--- src/rtl/riscy_l2_cache_control.sv ---
// Control FSM for the 4-way, 8-set L2 cache: sequences lookup, dirty-victim
// writeback, line fill and the post-fill reload for write misses.
module riscy_l2_cache_control #(
    parameter int s_mask   = 32,
    parameter int num_ways = 4
) (
    input  logic              clk,
    input  logic              rst,
    input  logic              mem_read,
    input  logic              mem_write,
    input  logic [s_mask-1:0] mem_byte_enable256,
    output logic              mem_resp,
    input  logic [3:0]        hit,
    input  logic [3:0]        dirty,
    input  logic [3:0]        valid_out,
    input  logic [1:0]        lru_out,
    output logic              read_data,
    output logic              load_tag,
    output logic              set_valid,
    output logic              set_dirty,
    output logic              clear_dirty,
    output logic [1:0]        way_sel,
    output logic [s_mask-1:0] data_write_en,
    output logic [s_mask-1:0] data_in_sel,
    output logic              bus_rdata_sel,
    output logic              load_lru,
    output logic [2:0]        pmem_address_sel,
    output logic              pmem_read,
    output logic              pmem_write,
    input  logic              pmem_resp
);

    generate
        if (num_ways != 4) begin : g_bad_num_ways
            $error("riscy_l2_cache_control supports exactly 4 ways");
        end
    endgenerate

    localparam logic [2:0] IDLE      = 3'd0;
    localparam logic [2:0] LOOKUP    = 3'd1;
    localparam logic [2:0] WRITEBACK = 3'd2;
    localparam logic [2:0] FILL      = 3'd3;
    localparam logic [2:0] RELOAD    = 3'd4;

    logic [2:0] state_reg, state_next;
    logic [1:0] victim_reg, victim_next;
    logic       is_write_reg, is_write_next;

    logic [1:0] hit_way;
    logic [1:0] invalid_way;
    logic       all_valid;

    // Lowest-index encoders; a multi-bit hit resolves to its lowest set bit.
    always_comb begin
        hit_way     = 2'd0;
        invalid_way = 2'd0;
        for (int i = 3; i >= 0; i--) begin
            if (hit[i])
                hit_way = 2'(i);
            if (!valid_out[i])
                invalid_way = 2'(i);
        end
    end

    assign all_valid = &valid_out;

    always_comb begin
        state_next       = state_reg;
        victim_next      = victim_reg;
        is_write_next    = is_write_reg;
        mem_resp         = 1'b0;
        read_data        = 1'b0;
        load_tag         = 1'b0;
        set_valid        = 1'b0;
        set_dirty        = 1'b0;
        clear_dirty      = 1'b0;
        way_sel          = 2'd0;
        data_write_en    = '0;
        data_in_sel      = '0;
        bus_rdata_sel    = 1'b0;
        load_lru         = 1'b0;
        pmem_address_sel = 3'd0;
        pmem_read        = 1'b0;
        pmem_write       = 1'b0;

        case (state_reg)
            IDLE: begin
                read_data = 1'b1;
                if (mem_write) begin
                    state_next    = LOOKUP;
                    is_write_next = 1'b1;
                end else if (mem_read) begin
                    state_next    = LOOKUP;
                    is_write_next = 1'b0;
                end
            end

            LOOKUP: begin
                read_data = 1'b1;
                if (|hit) begin
                    mem_resp   = 1'b1;
                    load_lru   = 1'b1;
                    way_sel    = hit_way;
                    state_next = IDLE;
                    if (is_write_reg) begin
                        data_write_en = mem_byte_enable256;
                        data_in_sel   = '1;
                        set_dirty     = 1'b1;
                    end
                end else begin
                    victim_next = all_valid ? lru_out : invalid_way;
                    state_next  = (all_valid && dirty[lru_out]) ? WRITEBACK : FILL;
                end
            end

            WRITEBACK: begin
                // Keep the array read active so the victim line stays on pmem_wdata.
                read_data        = 1'b1;
                pmem_write       = 1'b1;
                pmem_address_sel = 3'd2 + {1'b0, victim_reg};
                if (pmem_resp)
                    state_next = FILL;
            end

            FILL: begin
                pmem_read = 1'b1;
                if (pmem_resp) begin
                    way_sel       = victim_reg;
                    data_write_en = '1;
                    load_tag      = 1'b1;
                    set_valid     = 1'b1;
                    clear_dirty   = 1'b1;
                    if (is_write_reg) begin
                        state_next = RELOAD;
                    end else begin
                        mem_resp      = 1'b1;
                        bus_rdata_sel = 1'b1;
                        load_lru      = 1'b1;
                        state_next    = IDLE;
                    end
                end
            end

            RELOAD: begin
                // One array read so the freshly loaded line hits on the next lookup.
                read_data  = 1'b1;
                state_next = LOOKUP;
            end

            default: state_next = IDLE;
        endcase
    end

    always_ff @(posedge clk or posedge rst) begin
        if (rst) begin
            state_reg    <= IDLE;
            victim_reg   <= 2'd0;
            is_write_reg <= 1'b0;
        end else begin
            state_reg    <= state_next;
            victim_reg   <= victim_next;
            is_write_reg <= is_write_next;
        end
    end

    always_ff @(posedge clk) begin
        if (!rst && state_reg == LOOKUP)
            assert ($onehot0(hit)) else $error("multiple ways hit: %b", hit);
    end

endmodule

--- config.mk ---
export PLATFORM = sky130hd
export DESIGN_NAME = riscy_l2_cache_control
export DESIGN_NICKNAME = d
export VERILOG_FILES = /design/src/rtl/riscy_l2_cache_control.sv
export SDC_FILE = /design/constraint.sdc
export NUM_CORES = 1
export LEC_CHECK = 0
export CAP_MARGIN = 25
export CELL_PAD_IN_SITES_DETAIL_PLACEMENT = 1
export CELL_PAD_IN_SITES_GLOBAL_PLACEMENT = 1
export CORE_MARGIN = 2
export CORE_UTILIZATION = 17
export DETAILED_ROUTE_END_ITERATION = 7
export GPL_ROUTABILITY_DRIVEN = 0
export HOLD_SLACK_MARGIN = 0.1
export PLACE_DENSITY = 0.92
export REMOVE_ABC_BUFFERS = 1
export SLEW_MARGIN = 10
export SYNTH_ARGS = -nofsm -noshare
export SYNTH_HDL_FRONTEND = slang
export SYNTH_SLANG_ARGS = --single-unit
--- constraint.sdc ---
create_clock -name clk -period 2.4 [get_ports clk]
set_input_delay 0.48 -clock clk [delete_from_list [all_inputs] [get_ports clk]]
set_output_delay 0.48 -clock clk [all_outputs]
set_load 0.05 [all_outputs]
==> reports/metrics.cfg, run 1 <==
[grt]
grt_max_degree = 24
antenna_found_initial = 0
track_usage = 0.149
grt_pass1_vias = 1545
grt_pass1_wl_mm = 8.40
grt_overflow = 0

[final_layout]
layout_common_cells = buf_12, clkdlybuf4s50_1, a21o_1, buf_4, dfrtp_1
drive_above_1_share = 0.457
fin_cells = 322
finalNetCount = 298
area_growth_pct = 186
layout_commonest_cell = buf_12
final_util = 0.498
diodes = 0
largest_register_ffs = 3

[sta]
rsz0062_at_grt = no
fmax_mhz = 425
period_minus_slack_ns = 2.35
finalCritPeriodShare = 0.980
finalMaxSlewViolations = 0
worst_pin_slew_ns = 0.305
hold_viol = 0
finClkSkew_ns = 0.000528
slew_headroom = 0.795
finalSetupViolations = 0

[die]
start_util = 0.174
ios = 130
coreArea_sq_mm = 0.00628
fp.dieH_um = 84.1
rows = 29
die_area_sq_mm = 0.00707
die_w_um = 84.1

[logic_synthesis]
ys_seq_area_frac = 0.138
synthFlopType = dfrtp_1
yosysWarnings = 0
synth_edf_count = 0
async_flop_share = 1.00
synth_area_sq_mm = 0.00109
postSynthCellCount = 138
synth_cell_types = 36
syn_avg_cell_area_sq_um = 7.91
ys_ff_latch = 6

[critical_path]
cp.required_ns = 1.92
crit_fanout = 11
critPathCaptureType = output port
critPathLaunchType = primary input
arrival_ns = 1.87
worst-setup-path-type = primary input to output port

[place]
placed_cells = 315
io_buffer_count = 129
dp.final_hpwl_mm = 4.37

[run_status]
outcome = completed

[hold_path]
hold_class = primary input to asynchronous set/reset pin

[route]
ant_nets = 0
num_vias = 1418
drt-total-wl_mm = 5.23
routedWlPerCell_um = 16.2
dr.first_iter.drc_count = 45
drc = 0
viasPerCell = 4.40
firstDrtPassIters = 4

[clock_tree]
cts-buffers-inserted = 3
cts_tree = done
clock_path_buffers = 2
cts-root-buf = clkbuf_8
path_clk_slew_ns = 0.04
clock_sinks = 6
ctsHtreeMaxLevel = 1
insertion_delay_ns = 0.23

[flow_run]
max-cap-violations = 0

[pwr]
peakVddDrop_mv = 1.16
p_leak_nw = 1.53
powerDensity_mw_per_mm2 = 1750

## final timing paths
| path | startpoint | endpoint | slack (ns) | cells past startpoint |
|---|---|---|---|---|
| min reg2reg | victim_reg[0]$_DFFE_PP0P_ | victim_reg[0]$_DFFE_PP0P_ | 0.55 | 2 |
| max in group asynchronous | rst | state_reg[1]$_DFFE_PP0P_ | 1.73 | 2 |
| max reg2reg | state_reg[2]$_DFFE_PP0P_ | victim_reg[0]$_DFFE_PP0P_ | 1.12 | 4 |
| min | rst | state_reg[0]$_DFFE_PP0P_ | 0.47 | 2 |
| max | hit[3] | data_write_en[13] | 0.05 | 7 |
| min in group clk | victim_reg[0]$_DFFE_PP0P_ | victim_reg[0]$_DFFE_PP0P_ | 0.55 | 2 |
## area by class of cell
type                       instances  area (sq um)
tap                               77          96.3
inverter                           4          15.0
fill                             642          3150
clock buffer                       3          41.3
timing repair buffer             149          2210
multi-input combinational         83           613
sequential                         6           150
## what timing repair did
action / 4_1_cts / 5_1_grt
pin swaps: 13 / 0
endpoints found under the setup margin: 57 / 21
gates cloned: 2 / 0
gates resized for setup: 9 / 3
hold buffers: 0 / 0
setup buffers: 2 / 0
## per-stage QoR
step / power (mW) / cell area, sq um / TNS [ns] / hold slack, ns / setup WS (ns)
3_3_place_gp: 5.16 / 3030 / -6.01 / 0.544 / -0.201
3_5_place_dp: 5.23 / 3030 / -10.10 / 0.536 / -0.281
6_report: 5.47 / 3130 / 0 / 0.474 / 0.0481
2_1_floorplan: 1.17 / 777 / -965.24 / 0.271 / -15.54
4_1_cts: 5.53 / 3130 / 0 / 0.484 / 0.00740
5_1_grt: 5.65 / 3130 / 0 / 0.497 / 0.00915
## cells in the mapped netlist, types with 2 or more instances
master / instances / area (sq um)
buf_4: 35 / 263
a21o_1: 32 / 240
dfrtp_1: 6 / 150
buf_2: 5 / 25.0
nand2_1: 5 / 18.8
o21ai_0: 5 / 25.0
and2_1: 4 / 25.0
clkbuf_1: 4 / 15.0
inv_1: 4 / 15.0
nor2_1: 4 / 15.0
a21oi_1: 3 / 15.0
nand2b_1: 3 / 18.8
a21boi_0: 2 / 15.0
nand3_1: 2 / 10.0
nor3_1: 2 / 10.0
nor4_4: 2 / 42.5
## per-layer routing
metal	track usage	vias up	part of all wire
met5	0	-	0
met1	0.157	667	0.36
met3	0.0287	5	0.070
met4	0.0308	0	0.0077
li1	-	662	-
met2	0.300	84	0.57
## critical path, cell delays in order
cell,delay (ns)
dlygate4sd2_1,0.27
nor4_4,0.30
nor4_4,0.05
buf_4,0.16
bufbuf_16,0.27
a21o_1,0.18
buf_12,0.15
## power breakdown
part	internal (mW)	switching [mW]
clock	0.108	0.0456
sequential	0.137	0.0477
combinational	2.35	2.78
total	2.60	2.87
## kinds of logic after synthesis
logic type	after synthesis	share of synthesized area
buffers and inverters	49	0.302
AND/OR/NAND/NOR	31	0.197
multiplexers	1	0.0206
AO/OA/AOI/OAI	51	0.343
flip-flops	6	0.138
Note: power is estimated with default switching activity, not from simulation.
==> run 2, diff against run 1 <==
- PLACE_DENSITY: 0.92 -> 0.84
- RECOVER_POWER: not set -> 100
==> run 2 against run 1 <==
Compared with the run above: fmax up 1.3%; die area did not move; worst setup slack better by 0.031 ns; cell count up 0.62%; wire length is 4.6% higher; critical path depth is the same; critical path type unchanged.
==> reports/metrics.cfg, run 2 (synthesized netlist as in run 1, its figures left out) <==
[die]
die_w_um = 84.1
coreArea_sq_mm = 0.00628
rows = 29
fp.dieH_um = 84.1
die_area_sq_mm = 0.00707
start_util = 0.174
ios = 130

[grt]
grt_use_met2 = 0.296
grt_max_degree = 31
antenna_found_initial = 0
grt_overflow = 0
track_usage = 0.149
grt_pass1_wl_mm = 8.27
met3_usage = 0.0257
top_usage_layer = met2
use_met1 = 0.159
grt_pass1_vias = 1468

[hold_path]
hold_class = register to register
hold_path_startpoint = victim_reg[0]$_DFFE_PP0P_

[clock_tree]
cts_tree = done
ctsHtreeMaxLevel = 1
cts-buffers-inserted = 3
path_clk_slew_ns = 0.04
clock_sinks = 6
insertion_delay_ns = 0.23
ctsHoldBuffers = 0
clock_path_buffers = 2
cts-root-buf = clkbuf_8

[sta]
finalCritPeriodShare = 0.967
worst_pin_slew_ns = 0.606
finClkSkew_ns = 0.00413
hold_viol = 0
slew_headroom = 0.598
finalSetupTns_ns = 0
rsz0062_at_grt = no
finalMaxSlewViolations = 0
period_minus_slack_ns = 2.32
hold_slack_ns = 0.561
finalSetupViolations = 0
fmax_mhz = 431

[critical_path]
crit_fanout = 9
cp.required_ns = 1.92
regToRegStartpoint = state_reg[2]$_DFFE_PP0P_
worst-setup-path-type = primary input to output port
critPathCaptureType = output port
cp-startpoint = hit[2]
arrival_ns = 1.84
critPathLaunchType = primary input

[route]
drt-total-wl_mm = 5.47
drc = 0
routedWlPerCell_um = 16.9
firstDrtPassIters = 2
viasPerCell = 4.35
dr.first_iter.drc_count = 13
ant_nets = 0
num_vias = 1409

[final_layout]
diodes = 0
finalNetCount = 300
layout_commonest_cell = buf_4
fill_cells = 737
final_util = 0.389
regArea_sq_um = 151
drive_above_1_share = 0.445
area_growth_pct = 124
multi_input_area_sq_um = 609
largest_register_ffs = 3
layout_common_cells = buf_4, clkdlybuf4s50_1, a21o_1, buf_12, clkbuf_4
post-route-cell-area_sq_mm = 0.00244

[run_status]
outcome = completed

[place]
io_buffer_count = 129
dp.final_hpwl_mm = 4.37
place_area_sq_mm = 0.00304

[flow_run]
max-cap-violations = 0

## run 2: final cells by class
type / count / area share
Inverter: 4 / 0.00614
Tap cell: 77 / 0.0394
Multi-Input combinational cell: 83 / 0.249
Clock buffer: 3 / 0.0169
Timing Repair Buffer: 151 / 0.626
Sequential cell: 6 / 0.0619
## run 2: final timing paths
kind	end	slack [ns]	cells after the start
max reg2reg	victim_reg[0]$_DFFE_PP0P_	1.11	4
max	data_write_en[17]	0.08	7
min	victim_reg[0]$_DFFE_PP0P_	0.56	2
min in group asynchronous	state_reg[0]$_DFFE_PP0P_	0.61	2
max in group asynchronous	state_reg[0]$_DFFE_PP0P_	1.59	2
min reg2reg	victim_reg[0]$_DFFE_PP0P_	0.56	2
## run 2: metrics by stage
step                setup WS [ns]  instances
finish                     0.0790        324
global route               0.0171        324
CTS                       0.00483        320
detailed placement         -0.152        314
global placement          -0.0936        314
floorplan                  -15.54         93
## run 2: routing by layer
layer,up-vias,part of all wire
met2,80,0.54
met1,655,0.39
met4,0,0.0093
li1,670,-
met3,4,0.062
met5,-,0
## run 2: critical path, stage by stage
cell	delay (ns)
clkdlybuf4s15_2	0.21
nor4_4	0.35
nor4_4	0.09
buf_4	0.15
buf_4	0.16
a21o_1	0.19
buf_4	0.19
## run 2: what timing repair did
| action | 4_1_cts | 5_1_grt |
|---|---|---|
| endpoints found under the setup margin | 64 | 34 |
| gates resized for setup | 9 | 4 |
| buffers inserted | 1 | 4 |
| cloned | 2 | 0 |
| endpoints found under the hold margin | 0 | 0 |
| pin swaps | 2 | 2 |
Power of run 2 is left out: the tool's default activity adds up to more than one toggle a clock period on the data nets, which glitch-free logic cannot reach.
==> run 3, diff against run 2 <==
- HOLD_SLACK_MARGIN: 0.1 -> 0.02
==> results of run 3 <==
No change in the layout: final DEF, timing and power equal those of run 2.
Power of run 3 is left out for the same reason.
==> RTL edit (settings of run 2) <==
Register the output `data_write_en`, cleared by the reset; this adds one clock of latency there. The other outputs are not delayed to match.
--- a/src/rtl/riscy_l2_cache_control.sv
+++ b/src/rtl/riscy_l2_cache_control.sv
@@ -29,6 +29,8 @@
     output logic              pmem_write,
     input  logic              pmem_resp
 );
+
+    logic [s_mask-1:0] data_write_en_d;
 
     generate
         if (num_ways != 4) begin : g_bad_num_ways
@@ -75,7 +77,7 @@
         set_dirty        = 1'b0;
         clear_dirty      = 1'b0;
         way_sel          = 2'd0;
-        data_write_en    = '0;
+        data_write_en_d  = '0;
         data_in_sel      = '0;
         bus_rdata_sel    = 1'b0;
         load_lru         = 1'b0;
@@ -103,7 +105,7 @@
                     way_sel    = hit_way;
                     state_next = IDLE;
                     if (is_write_reg) begin
-                        data_write_en = mem_byte_enable256;
+                        data_write_en_d = mem_byte_enable256;
                         data_in_sel   = '1;
                         set_dirty     = 1'b1;
                     end
@@ -126,7 +128,7 @@
                 pmem_read = 1'b1;
                 if (pmem_resp) begin
                     way_sel       = victim_reg;
-                    data_write_en = '1;
+                    data_write_en_d = '1;
                     load_tag      = 1'b1;
                     set_valid     = 1'b1;
                     clear_dirty   = 1'b1;
@@ -168,5 +170,13 @@
             assert ($onehot0(hit)) else $error("multiple ways hit: %b", hit);
     end
 
+    always_ff @(posedge clk or posedge rst) begin
+        if (rst) begin
+            data_write_en <= '0;
+        end else begin
+            data_write_en <= data_write_en_d;
+        end
+    end
+
 endmodule
 
Function: changed (Yosys sat finds a counterexample within 4 cycles, from zero or initial values and one cycle with rst high).
==> RTL edit against run 2 <==
  * Synthesized area increased by 71%
  * Sequential cell count rose by 32
  * First-iteration DRC count grew to 2.8 times the old value
  * Critical path type is now reg2out
  * Via count is 21% higher
  * Wire length up 21%
  * Design area up 42%
  * Register-to-register slack lost 690 ps
  * Critical path depth shrank 3
  * Setup slack got worse by 30 ps
  * Core utilization down 6.5 points
  * Largest cell class unchanged
  * Synthesized cell count rose by 20%
  * Highest routed layer unchanged
==> RTL edit: results (changes against run 2) <==
[timing]
worstMarginPinSlew_ps = 954  ; +349 ps
skew_ps = 5.10  ; +0.976 ps

[yosys]
synth_area_leaders = dfrtp_1, buf_4, a21o_1
ys_warn_count = 0  ; unchanged
synth_compound_area_share_pct = 18.9  ; -15 points
muxShareOfSynthArea_pct = 1.21  ; -0.86 points
synth-seq-area-share_pct = 51.0  ; +37 points
synthDistinctLibCells = 37  ; +2.8%

[final_layout]
final_nets = 332  ; +11%
fillers = 1220  ; +66%
largest_reg_flops = 32  ; +29
drive_gt1_share_pct = 28.0  ; -17 points

[global_route]
use_met1_pct = 11.3  ; -4.6 points
grt_pass1_vias = 1873  ; +28%
grt_pass1_wl_um = 9920  ; +20%
grt_use_met2_pct = 20.0  ; -9.6 points
grt_use_total_pct = 10.8  ; -4.0 points

[drt]
drtIter0Drc = 37  ; +24
vias = 1698  ; +21%
met3_length_um = 875  ; +160%
first_pass_iters = 4  ; +2

[clock_network]
numCtsBuffers = 5  ; +2
clk_latency_ps = 290  ; +60 ps
cts.clk_slew.worst_paths_ps = 70  ; +30 ps
h-tree-depth = 2  ; +1

[place]
post-dp-hpwl_um = 5260  ; +20%

[setup_path]
worstRegToRegCells = 6  ; +2
r2r_slack_ps = 420  ; -690 ps
critPathMaxFanout = 6  ; -3

[run_status]
status = completed

[power_and_ir_drop]
p_comb_mw = 4.44

[RTL edit: cell count changes in the layout (fill, tap and decap cells not counted), moves of 6 or more]
cell / run 2 / this run
buf_12: 20 / 14
buf_4: 47 / 12
buf_6: 10 / 18
buf_8: 0 / 6
clkbuf_4: 11 / 3
dfrtp_1: 5 / 38
dlygate4sd3_1: 2 / 33
[RTL edit: kinds of logic (layout without fill, tap and decap cells)]
kind of cell / Yosys count / count (layout)
mux: 1 / 1
flops: 38 / 38
buf+inv: 49 / 165
simple gates: 30 / 30
compound gates: 48 / 48
[RTL edit: final cells by class]
class                   instances  area share (%)
clock inverters                 2           0.359
repair buffers                153            48.0
inverters                       4           0.431
well taps                     140            5.03
flip-flops and latches         38            27.3
clock buffers                   6            2.37
multi-input cells              79            16.5
[RTL edit: metrics by stage]
| step | area [µm²] | instances | worst slack [ps] |
|---|---|---|---|
| after floorplan | 1540 | 121 | -11780 |
| after global placement | 3570 | 410 | -46.2 |
| after detailed placement | 3570 | 410 | -80.6 |
| after CTS | 3720 | 421 | 25.1 |
| after global routing | 3480 | 422 | 10.1 |
| final | 3480 | 422 | 49.4 |
[RTL edit: timing repair]
item                       in CTS  in global routing
setup endpoints to repair      33                 12
gates resized for setup         8                  2
gates cloned                    1                  1
buffers inserted                3                  0
pin swaps                       3                  0
[RTL edit: worst max-delay path, stage by stage, from the launching register on]
cell	delay, ps
dfrtp_1	400
or3b_4	420
buf_4	170
o31ai_1	400
buf_12	190
[RTL edit: how the worst max path moves through the flow]
stage,start,endpoint
2_1_floorplan,state_reg[1],data_write_en[0]
3_3_place_gp,hit[1],data_in_sel[19]
3_5_place_dp,hit[1],data_in_sel[31]
4_1_cts,state_reg[2],data_in_sel[15]
5_1_grt,pmem_resp,bus_rdata_sel
6_report,state_reg[2],way_sel[0]
